### src/rtl/ptw_arbiter.sv
`default_nettype none
// +--------------------------------------------------------------------------+
// | Module      : ptw_arbiter                                                |
// | Description : Round-robin share of one page-table walker between the    |
// |               I-TLB and D-TLB miss paths, with same-page merge and       |
// |               re-issue of walks that straddle a ptbr change.             |
// | Revision    : 1.0 - initial release                                      |
// +--------------------------------------------------------------------------+
module ptw_arbiter #(
  parameter int BUS_DATA_WIDTH = 64,
  parameter int RETRY_W        = 4
) (
  input  logic                        clk,
  input  logic                        reset,
  input  logic [BUS_DATA_WIDTH-1:0]   ptbr,
  input  logic                        i_req,
  input  logic [BUS_DATA_WIDTH-1:0]   i_vaddr,
  output logic                        i_done,
  input  logic                        d_req,
  input  logic [BUS_DATA_WIDTH-1:0]   d_vaddr,
  output logic                        d_done,
  output logic [8*BUS_DATA_WIDTH-1:0] pte_line,
  output logic                        busy,
  output logic [RETRY_W-1:0]          retry_cnt,
  output logic                        walk_enable,
  output logic [BUS_DATA_WIDTH-1:0]   walk_vaddr,
  output logic [BUS_DATA_WIDTH-1:0]   walk_ptbr,
  input  logic                        walk_ready,
  input  logic [8*BUS_DATA_WIDTH-1:0] walk_pte_array
);

  localparam int LINE_W = 8 * BUS_DATA_WIDTH;
  localparam int VPN_HI = 47;
  localparam int VPN_LO = 12;

  typedef enum logic [2:0] {
    S_IDLE    = 3'd0,
    S_LAUNCH  = 3'd1,
    S_ARM     = 3'd2,
    S_WALK    = 3'd3,
    S_DELIVER = 3'd4
  } state_t;

  state_t                    state_q, state_d;
  logic                      owner_d_q, owner_d_d;   // 1: D-side owns the walk
  logic                      last_d_q, last_d_d;     // 1: D-side was served last
  logic [BUS_DATA_WIDTH-1:0] walk_vaddr_q, walk_vaddr_d;
  logic [BUS_DATA_WIDTH-1:0] walk_ptbr_q, walk_ptbr_d;
  logic [LINE_W-1:0]         pte_line_q, pte_line_d;
  logic [RETRY_W-1:0]        retry_q, retry_d;
  logic                      walk_enable_q, walk_enable_d;
  logic                      i_done_q, i_done_d;
  logic                      d_done_q, d_done_d;
  logic                      busy_q, busy_d;

  logic                      pick_d;
  logic                      other_req;
  logic [BUS_DATA_WIDTH-1:0] other_vaddr;
  logic                      merge;

  // Next-state and registered-output computation for the walk sequencer.
  always_comb begin
    state_d       = state_q;
    owner_d_d     = owner_d_q;
    last_d_d      = last_d_q;
    walk_vaddr_d  = walk_vaddr_q;
    walk_ptbr_d   = walk_ptbr_q;
    pte_line_d    = pte_line_q;
    retry_d       = retry_q;
    walk_enable_d = 1'b0;
    i_done_d      = 1'b0;
    d_done_d      = 1'b0;
    pick_d        = 1'b0;
    other_req     = owner_d_q ? i_req : d_req;
    other_vaddr   = owner_d_q ? i_vaddr : d_vaddr;
    merge         = other_req &&
                    (other_vaddr[VPN_HI:VPN_LO] == walk_vaddr_q[VPN_HI:VPN_LO]);

    case (state_q)
      S_IDLE: begin
        if (i_req || d_req) begin
          // With both pending, the side not served last wins.
          pick_d        = (i_req && d_req) ? ~last_d_q : d_req;
          owner_d_d     = pick_d;
          walk_vaddr_d  = pick_d ? d_vaddr : i_vaddr;
          walk_ptbr_d   = ptbr;
          walk_enable_d = 1'b1;
          state_d       = S_LAUNCH;
        end
      end
      S_LAUNCH: begin
        state_d = S_ARM;
      end
      S_ARM: begin
        // A ready left over from an earlier walk must fall before we trust it.
        if (!walk_ready) begin
          state_d = S_WALK;
        end
      end
      S_WALK: begin
        if (walk_ready) begin
          if (ptbr != walk_ptbr_q) begin
            walk_ptbr_d   = ptbr;
            walk_enable_d = 1'b1;
            if (retry_q != {RETRY_W{1'b1}}) begin
              retry_d = retry_q + RETRY_W'(1);
            end
            state_d = S_LAUNCH;
          end else begin
            pte_line_d = walk_pte_array;
            i_done_d   = owner_d_q ? merge : 1'b1;
            d_done_d   = owner_d_q ? 1'b1 : merge;
            state_d    = S_DELIVER;
          end
        end
      end
      S_DELIVER: begin
        last_d_d = owner_d_q;
        state_d  = S_IDLE;
      end
      default: begin
        state_d = S_IDLE;
      end
    endcase

    busy_d = (state_d != S_IDLE);
  end

  // State and output registers; reset also returns the walker interface to idle.
  always_ff @(posedge clk) begin
    if (reset) begin
      state_q       <= S_IDLE;
      owner_d_q     <= 1'b0;
      last_d_q      <= 1'b0;
      walk_vaddr_q  <= '0;
      walk_ptbr_q   <= '0;
      pte_line_q    <= '0;
      retry_q       <= '0;
      walk_enable_q <= 1'b0;
      i_done_q      <= 1'b0;
      d_done_q      <= 1'b0;
      busy_q        <= 1'b0;
    end else begin
      state_q       <= state_d;
      owner_d_q     <= owner_d_d;
      last_d_q      <= last_d_d;
      walk_vaddr_q  <= walk_vaddr_d;
      walk_ptbr_q   <= walk_ptbr_d;
      pte_line_q    <= pte_line_d;
      retry_q       <= retry_d;
      walk_enable_q <= walk_enable_d;
      i_done_q      <= i_done_d;
      d_done_q      <= d_done_d;
      busy_q        <= busy_d;
    end
  end

  assign i_done      = i_done_q;
  assign d_done      = d_done_q;
  assign pte_line    = pte_line_q;
  assign busy        = busy_q;
  assign retry_cnt   = retry_q;
  assign walk_enable = walk_enable_q;
  assign walk_vaddr  = walk_vaddr_q;
  assign walk_ptbr   = walk_ptbr_q;

  // The owning requester must keep its miss asserted while its walk is in flight.
  a_owner_hold: assert property (@(posedge clk) disable iff (reset)
    (state_q inside {S_LAUNCH, S_ARM, S_WALK}) |-> (owner_d_q ? d_req : i_req));

endmodule
`default_nettype wire
### config.mk
export PLATFORM = sky130hd
export DESIGN_NAME = ptw_arbiter
export DESIGN_NICKNAME = d
export VERILOG_FILES = /design/src/rtl/ptw_arbiter.sv
export SDC_FILE = /design/constraint.sdc
export NUM_CORES = 1
export LEC_CHECK = 0
export BUFFER_PORTS_ARGS = -buffer_cell sky130_fd_sc_hd__buf_4
export CAP_MARGIN = 10
export CORE_AREA = 2 2 528 530
export CTS_CLUSTER_DIAMETER = 100
export DETAILED_ROUTE_END_ITERATION = 8
export DIE_AREA = 0 0 530 532
export GPL_TIMING_DRIVEN = 0
export PLACE_DENSITY = 0.36
export SYNTH_ARGS = -nofsm -noshare
export SYNTH_HDL_FRONTEND = slang
export SYNTH_SLANG_ARGS = --single-unit
### constraint.sdc
create_clock -name clk -period 2.3 [get_ports clk]
set_clock_uncertainty 0.15 [all_clocks]
set_input_delay 0.46 -clock clk [delete_from_list [all_inputs] [get_ports clk]]
set_output_delay 0.46 -clock clk [all_outputs]
set_load 0.05 [all_outputs]
After elaboration in Yosys (flattened, before gate mapping)
Index checks and enable logic that the tools add are counted.

word-level totals
  register bits after elaboration = 653
  input port bits = 709
  output and inout bits = 648
  word-level logic and storage cells = 56

cells by class
  add/sub/neg operators = 1
  equal/unequal tests = 10
  muxes and demuxes = 19
  bitwise gates (word level) = 4
  reduce and logical (&&, ||, !) cells = 11

operators by type and width
  operator               number
  $mux W64               4
  $pmux W64 S2           1
  $ne A64 B64 Y1         1
  $mux W48               1
  $eq A36 B36 Y1         1
  $mux W3                4
  $pmux W3 S4            1
  $reduce_and A4 Y1      2
  $mux W1                7
  $eq A3 B2 Y1 const B   2
  $ne A2 B2 Y1 const B   3
  $add A4 B1 Y4 const B  1
  $ne A4 B4 Y1 const B   1
  $not A1 Y1             4
  $reduce_or A4 Y1       1
  $eq A3 B1 Y1 const B   1
  $eq A3 B3 Y1 const B   1
  $logic_not A3 Y1       1
  $reduce_and A3 Y1      1
  $reduce_bool A3 Y1     1
  $logic_and A1 B1 Y1    2
  $pmux W1 S2            1
  $reduce_and A2 Y1      1
  $reduce_bool A2 Y1     1
  $logic_or A1 B1 Y1     1

Logic depth before layout (Yosys ltp)
Gate-level depths: netlist (run 1).

  depth in word-level cells = 5
  gate-level depth with buffers = 10
  mapped depth without buffers = 7

Least setup slack after synthesis (run 1)
No wires, ideal clock.

  path type = flip-flop to flip-flop
  from = reg walk_ptbr_q[18], in the netlist walk_ptbr[18]
  to = reg pte_line_q[100], in the netlist pte_line[100]
  library setup time = 0.132 ns
  data arrival time = 2.396 ns
  data required time = 2.018 ns
  setup slack = -0.378 ns
  stages on the path, launching flop included = 11
  buffers on the path = 3
  period minus slack after synthesis = 2.678 ns
  path through = dfxtp_1 xor2_1 nor4_1 nand4_1 nor4_4 nand4_1 clkbuf_1 clkbuf_1 clkbuf_1 nand2_1 a21oi_1

between the ends
  cells in the longest elaborated chain, start to end = 3

ends and longest elaborated chain
  what                                line  source
  start, declared                     48    logic [BUS_DATA_WIDTH-1:0] walk_ptbr_q, walk_ptbr_d;
  start signal, assigned              148   walk_ptbr_q <= walk_ptbr_d;
  $ne A64 B64 Y1                      102   if (ptbr != walk_ptbr_q) begin
  $not A1 Y1 (no source line)         --
  $reduce_and A3 Y1 (no source line)  --
  end signal, assigned                149   pte_line_q <= pte_line_d;
  end, declared                       49    logic [LINE_W-1:0] pte_line_q, pte_line_d;

No other way between the ends.
A chain may end at the register's enable or synchronous reset.

Final worst setup path (run 1)
  from = reg walk_ptbr_q[30], in the netlist walk_ptbr[30]
  to = reg pte_line_q[254], in the netlist pte_line[254]

The elaborated chain is that of the path after synthesis.

==> results of run 1 <==
stage by stage:
step                      worst slack, ns  std cells  hold WS [ns]  utilization
final                              -0.981       9006        0.0475        0.191
after global routing                -1.09       8966        0.0589        0.191
after CTS                           -1.07       8913       0.00281        0.185
after detailed placement            -3.31       8020         0.297        0.145
after global placement              -3.34       8015         0.294        0.144
after floorplan                    -0.105       2954         0.287            -
state kept, by name, indices dropped and copies added (netlist names):
name and cells:
pte_line 512, walk_ptbr 64, walk_vaddr 64, retry_cnt 4, state_q 3, busy 1
d_done 1, i_done 1, last_d_q 1, owner_d_q 1, walk_enable 1
synthesized netlist by cell type (5+ instances only):
cell type  count
dfxtp_1      653
nor4_1        22
buf_4         14
nand2_1     1028
a21oi_1      517
xnor2_1       11
a211oi_1      64
xor2_1        89
buf_6         39
nand4_1       12
o21ai_0        5
buf_1          8
mux2i_1      163
nand3_1        5
clkbuf_1     133
buf_2         25
nor2_1       138
routing by layer:
layer / wire [um] / global-route usage / share of wire
met1: 93400 / 0.182 / 0.41
met2: 103000 / 0.247 / 0.45
met5: 701 / 0 / 0.0031
met3: 22000 / 0.0579 / 0.097
met4: 7490 / 0.0417 / 0.033
power by group:
part | internal [mW] | switching (mW)
Sequential | 11.6 | 0.296
Clock | 8.76 | 6.06
Combinational | 2.56 | 3.40
cells by family after synthesis:
kind of cell,Yosys count
AOI/OAI and AO/OA,593
xor gates and xnor gates,100
adders and majority gates,1
buffers and inverters,224
DFF,653
muxes,165
and+or+nand+nor,1218
final cells by class:
type	count	area, sq um	area share
flip-flops and latches	653	13200	0.250
inverters	4	15.0	0.000285
diodes	64	160	0.00304
clock inverters	26	330	0.00627
repair buffers	2123	18400	0.349
clock buffers	138	2760	0.0523
well taps	3705	4640	0.0880
multi-input cells	2077	11400	0.217
plain buffers	216	1790	0.0340
worst paths after layout:
path / from / to / cells after the start
max: walk_ptbr[30]$_SDFFE_PP0P_ / pte_line[254]$_SDFFE_PP0P_ / 13
min: d_vaddr[1] / walk_vaddr[1]$_SDFFE_PP0P_ / 3
max reg2reg: walk_ptbr[30]$_SDFFE_PP0P_ / pte_line[254]$_SDFFE_PP0P_ / 13
min reg2reg: pte_line[249]$_SDFFE_PP0P_ / pte_line[249]$_SDFFE_PP0P_ / 2
worst reg2reg max path: stages, from the launching register on:
cell,delay (ns)
dfxtp_4,0.35
xor2_2,0.20
nor4_4,0.47
nand4_1,0.32
nor4_4,0.23
buf_6,0.17
buf_6,0.11
and4_4,0.21
buf_12,0.15
buf_12,0.18
clkbuf_16,0.23
buf_8,0.16
nand2_2,0.14
a21oi_1,0.14
what timing repair did:
item,in CTS,in global routing
setup buffers,19,11
gates cloned,6,22
endpoints found under the setup margin,652,651
hold endpoints to repair,645,0
pin swaps,15,99
hold buffers,704,0
resized for setup,153,232
==> summary.txt, run 1 <==
====================================================================================
Finished Cell Area                                                      0.0527 sq mm
Maximum fanout along the worst path                                               10
Antenna violations before repair                                                 159
RSZ-0062 raised after global routing                                             yes
Data arrival time at the worst-slack endpoint                                3.86 ns
Compound-cell area share of the yosys netlist                                  0.127
Slowest cell on the critical path                                             nor4_4
Max cap viols                                                                      0
Per-cell routed wire length                                                  25.1 um
Clock network latency to the later pin of the worst-skew pair                0.82 ns
Die Y                                                                         532 um
Post-detailed-placement half-perimeter wirelength                          191000 um
Overall die width                                                             530 um
Most frequent cells in the layout                                       1375 x buf_4, 941 x nand2_1, 704 x dlygate4sd3_1
Number of DRC violations after detailed routing                                    0
Class of the tightest hold or removal check                             primary input to register
Crit path max-delay family                                              simple AND/OR/NAND/NOR gates
Total routing resource utilization after global routing                        0.151
Crit path capture type                                                      register
Top area cells in the synthesized netlist                               dfxtp_1 53%, nand2_1 16%, a21oi_1 10%, mux2i_1 6.6%, xor2_1 3.2%
Biggest area consumer among synthesized cells                                dfxtp_1
Final Max Tran Viols                                                               0
Proportion of synthesized flip-flops having asynchronous set or reset              0
Via density per instance                                                        3.40
Cell at the root of the clock tree                                         clkbuf_16
Commonest non-fill, non-tap cell in the layout                                 buf_4
Via count of the first global-routing pass                                     30200
Run status                                                              finished with violations
Failing checks                                                          setup timing
Area after detailed placement                                           0.0399 sq mm
Total of flip-flops plus latches after synthesis                                 653
Number of optimization iterations in the first detailed-route pass                 5
Maximum number of buffers from clock root to sink                                  4
Area of the core region                                                  0.276 sq mm
Boundary Pins                                                                   1357
Static leakage                                                               21.4 nW
Post-layout worst setup margin                                             -0.981 ns
RD Place Congestion                                                            0.951
Category of the most critical setup path                                register to register
Final nets                                                                      5879
Post-layout power                                                            32.7 mW
Share of the cycle needed by the critical path after routing                    1.43
Clock buffers created by TritonCTS                                                94
Startpoint type of the worst setup path                                     register
Die Footprint                                                            0.282 sq mm
Average size of a mapped cell                                             8.36 sq um
Count of flip-flops with a built-in enable after synthesis                         0
Portion of netlist area occupied by mux cells                                 0.0670
Number of synthesis warnings                                                       0
DR vias                                                                        30600
# port buffers                                                                  1356
Count of different cell masters after synthesis                                   31
DRT Wirelength                                                             226000 um
Share of cells above drive strength 1                                          0.373
Sequential-to-total area share from yosys stat                                 0.529
Commonest register cell after synthesis                                      dfxtp_1
Fmax achieved                                                              0.305 GHz
Number of buffers and inverters on the critical path                               6
Starting density of the core                                                  0.0896
CTS tree                                                                         yes
Number of H-tree levels                                                            3
Count of standard-cell rows                                                      193
Violation count after the first detailed-route iteration                        1574
CP max stage delay                                                           0.47 ns
Total global routing overflow                                                      0
Final critical path time including I/O delays and setup                      3.28 ns
Share of the synthesized netlist area taken by xor and xnor gates             0.0355
Setup TNS Final                                                           -513.09 ns
CTS clock-pin slew for the worst setup and hold paths                        0.06 ns
Required arrival time at the worst endpoint                                  2.88 ns
TritonCTS Sinks                                                                  653
Global-route wire length before repair                                     285000 um
Area growth, synth to finish                                                    113%
Synthesized instance count                                                      2954
Fillcell total                                                                 31000
Internal reg-to-reg setup slack                                             -0.98 ns
Pin count of the biggest net entering global routing                              15
Count of final setup violators                                                   649
Combined area of all synthesized cells                                  0.0247 sq mm
Critical-path cell list                                                 xor2_2, nor4_4, nand4_1, nor4_4, buf_6, buf_6, and4_4, buf_12, buf_12, clkbuf_16, buf_8, nand2_2, a21oi_1
Top-area cell type share of the netlist area                                   0.529
Transition time at the pin with the least slew margin                        1.17 ns
Number of nets in the synthesized netlist                                       3664
Antenna-violating nets left                                                        0
Number of hold violations in the final report                                      0
Maximum vdd ir drop                                                       0.000539 V
Adder and majority gate portion of the synthesized area                     0.000507
Combinational family with the most area after synthesis                 simple AND/OR/NAND/NOR gates
Power density normalized to cell area                                    621 mW/mm^2
Simple-gate area share of the yosys netlist                                    0.191
Max-Slew Margin vs Limit                                                       0.223
====================================================================================
(Power assumes the default switching activity.)
==> run 2: changes to the inputs <==
- PLACE_DENSITY: 0.36 -> 0.3
==> run 2 against run 1 <==
The flow still finishes with violations (setup timing). Non-clock buffer count down 8. Power down 0.65%. Register-to-register slack better by 0.06 ns. First-iteration DRC count down 17%. Hold slack better by 0.056 ns. Final cell count down 0.34%. Setup slack better by 0.058 ns. Design area down 1.3%. Clock power about the same. Largest power group unchanged.
==> summary.txt, run 2 (synthesized netlist as in run 1, its figures left out) <==
=================================================================================
RSZ-0062 raised after global routing                                          yes   unchanged
Final Max Tran Viols                                                            0   unchanged
Post-layout worst setup margin                                          -0.923 ns   was -0.981 ns
Number of cell instances on the worst register-to-register path                12   was 13
Number of flip-flops in the largest register                                  512   unchanged
Switching power                                                           9.56 mW   was 9.76 mW
Power density normalized to cell area                                 625 mW/mm^2   was 621 mW/mm^2
Number of DRC violations after detailed routing                                 0   unchanged
Violation count after the first detailed-route iteration                     1312   was 1574
Count of final setup violators                                                649   unchanged
Required arrival time at the worst endpoint                               2.83 ns   was 2.88 ns
Post-detailed-placement half-perimeter wirelength                       177000 um   was 191000 um
Terminating pin of the worst hold path                               walk_vaddr[4]$_SDFFE_PP0P_   was walk_vaddr[1]$_SDFFE_PP0P_
Relative contribution of sequential cells to total power                    0.368   was 0.365
Max cap viols                                                                   0   unchanged
DRT Wirelength                                                          211000 um   was 226000 um
Finished Cell Area                                                   0.0520 sq mm   was 0.0527 sq mm
Final critical path time including I/O delays and setup                   3.22 ns   was 3.28 ns
Via density per instance                                                     3.36   was 3.40
Number of H-tree levels                                                         3   unchanged
Count of standard-cell rows                                                   193   unchanged
CTS tree                                                                      yes   unchanged
Clock network latency to the later pin of the worst-skew pair             0.80 ns   was 0.82 ns
Global-route wire length before repair                                  271000 um   was 285000 um
Area after detailed placement                                        0.0398 sq mm   was 0.0399 sq mm
CTS clock-pin slew for the worst setup and hold paths                     0.05 ns   was 0.06 ns
Starting density of the core                                               0.0896   unchanged
Crit path capture type                                                   register   unchanged
Startpoint type of the worst setup path                                  register   unchanged
Run status                                                           finished with violations   unchanged
Share of the cycle needed by the critical path after routing                 1.40   was 1.43
Class of the tightest hold or removal check                          primary input to register   unchanged
Beginning of the critical path                                       walk_ptbr[34]$_SDFFE_PP0P_   was walk_ptbr[30]$_SDFFE_PP0P_
Transition time at the pin with the least slew margin                     1.05 ns   was 1.17 ns
Total routing resource utilization after global routing                     0.140   was 0.151
Overall die width                                                          530 um   unchanged
Fraction of power consumed by the clock network                             0.451   was 0.453
Post-layout power                                                         32.5 mW   was 32.7 mW
Share of cells above drive strength 1                                       0.359   was 0.373
Die Y                                                                      532 um   unchanged
Pin count of the biggest net entering global routing                           14   was 15
Cell internal pwr                                                         22.9 mW   about the same
Fmax achieved                                                           0.310 GHz   was 0.305 GHz
Internal reg-to-reg setup slack                                          -0.92 ns   was -0.98 ns
Static leakage                                                            21.2 nW   was 21.4 nW
Antenna-violating nets left                                                     0   unchanged
Commonest non-fill, non-tap cell in the layout                              buf_4   unchanged
Boundary Pins                                                                1357   unchanged
Final nets                                                                   5871   was 5879
DR vias                                                                     30200   was 30600
Number of hold violations in the final report                                   0   unchanged
TritonCTS Sinks                                                               653   unchanged
Total global routing overflow                                                   0   unchanged
Category of the most critical setup path                             register to register   unchanged
Sw frac                                                                     0.294   was 0.298
Maximum number of buffers from clock root to sink                               4   unchanged
Area of the core region                                               0.276 sq mm   unchanged
End of the worst register-to-register path                           pte_line[37]$_SDFFE_PP0P_   was pte_line[254]$_SDFFE_PP0P_
Start of the worst register-to-register path                         walk_ptbr[34]$_SDFFE_PP0P_   was walk_ptbr[30]$_SDFFE_PP0P_
Clock buffers created by TritonCTS                                             94   unchanged
Most frequent cells in the layout                                    1391 x buf_4, 963 x nand2_1, 705 x dlygate4sd3_1   was 1375 x buf_4, 941 x nand2_1, 704 x dlygate4sd3_1
Fin util                                                                    0.189   was 0.191
Area growth, synth to finish                                                 111%   was 113%
Worst Hold Path Cells                                                           3   unchanged
Number of optimization iterations in the first detailed-route pass              4   was 5
Via count of the first global-routing pass                                  30400   was 30200
Antenna violations before repair                                               84   was 159
Hold Startpoint                                                        d_vaddr[4]   was d_vaddr[1]
Per-cell routed wire length                                               23.5 um   was 25.1 um
Die Footprint                                                         0.282 sq mm   unchanged
RD Place Congestion                                                         0.901   was 0.951
Placement-stage worst setup slack                                        -2.79 ns   was -3.31 ns
Fillcell total                                                              31200   was 31000
Maximum vdd ir drop                                                    0.000556 V   was 0.000539 V
Maximum fanout along the worst path                                             7   was 10
Data arrival time at the worst-slack endpoint                             3.75 ns   was 3.86 ns
# port buffers                                                               1356   unchanged
Failing checks                                                       setup timing   unchanged
Cell at the root of the clock tree                                      clkbuf_16   unchanged
Max-Slew Margin vs Limit                                                    0.301   was 0.223
Fraction of power consumed by combinational cells                           0.181   was 0.182
=================================================================================
[run 2: worst max path at each step]
stage	end	slack, ns	cells after the start
finish	pte_line[37]$_SDFFE_PP0P_	-0.92	12
global route	pte_line[202]$_SDFFE_PP0P_	-0.98	13
CTS	pte_line[204]$_SDFFE_PP0P_	-0.97	13
detailed placement	pte_line[219]$_SDFFE_PP0P_	-2.79	11
global placement	pte_line[217]$_SDFFE_PP0P_	-3.45	11
floorplan	pte_line[507]$_SDFFE_PP0P_	-0.10	10
[run 2: per-layer routing]
layer / track usage / vias to the layer above / routed length [um]
li1: - / 14200 / -
met1: 0.164 / 14400 / 86600
met2: 0.242 / 1214 / 101000
met3: 0.0440 / 253 / 16600
met4: 0.0380 / 50 / 6040
met5: 0 / - / 333
[run 2: layout make-up]
type                            instances  area, sq um  share of cell area
Timing Repair Buffer                 2113        18100               0.348
Sequential cell                       653        13200               0.253
Multi-Input combinational cell       2077        11100               0.213
Tap cell                             3705         4640              0.0891
Clock buffer                          149         2810              0.0540
Buffer                                218         1880              0.0361
Clock inverter                         18          233             0.00447
Antenna cell                           38         95.1             0.00183
Inverter                                4         15.0            0.000289
[run 2: what timing repair did]
action / in CTS / in global routing
hold buffers: 705 / 0
setup endpoints to repair: 651 / 649
gates resized for setup: 85 / 249
cloned: 1 / 27
setup buffers: 13 / 9
endpoints found under the hold margin: 645 / 0
pin swaps: 1 / 72
[run 2: per-stage QoR]
stage	hold slack, ns	std cells	TNS (ns)
finish	0.103	8975	-484.89
global route	0.0471	8954	-526.72
CTS	0.0000686	8902	-528.02
detailed placement	0.298	8017	-1480.71
global placement	0.295	8015	-1880.13
floorplan	0.287	2954	-55.31
[run 2: power by group through the flow]
stage          Sequential, mW  Combinational, mW  Clock [mW]
4_1_cts                  11.9               5.82        15.3
5_1_grt                  12.0               6.19        15.6
3_3_place_gp             12.2               4.63           0
3_5_place_dp             12.2               4.64           0
6_report                 11.9               5.90        14.7
2_1_floorplan            13.1               1.21           0
[run 2: worst max-delay path, stage by stage, from the launching register on]
cell	delay [ns]
dfxtp_2	0.33
xor2_1	0.19
nor4_4	0.50
nand4_1	0.32
nor4_4	0.27
buf_4	0.18
and4_4	0.23
buf_16	0.20
buf_8	0.18
buf_12	0.16
buf_12	0.15
nand2_1	0.06
a21oi_1	0.11
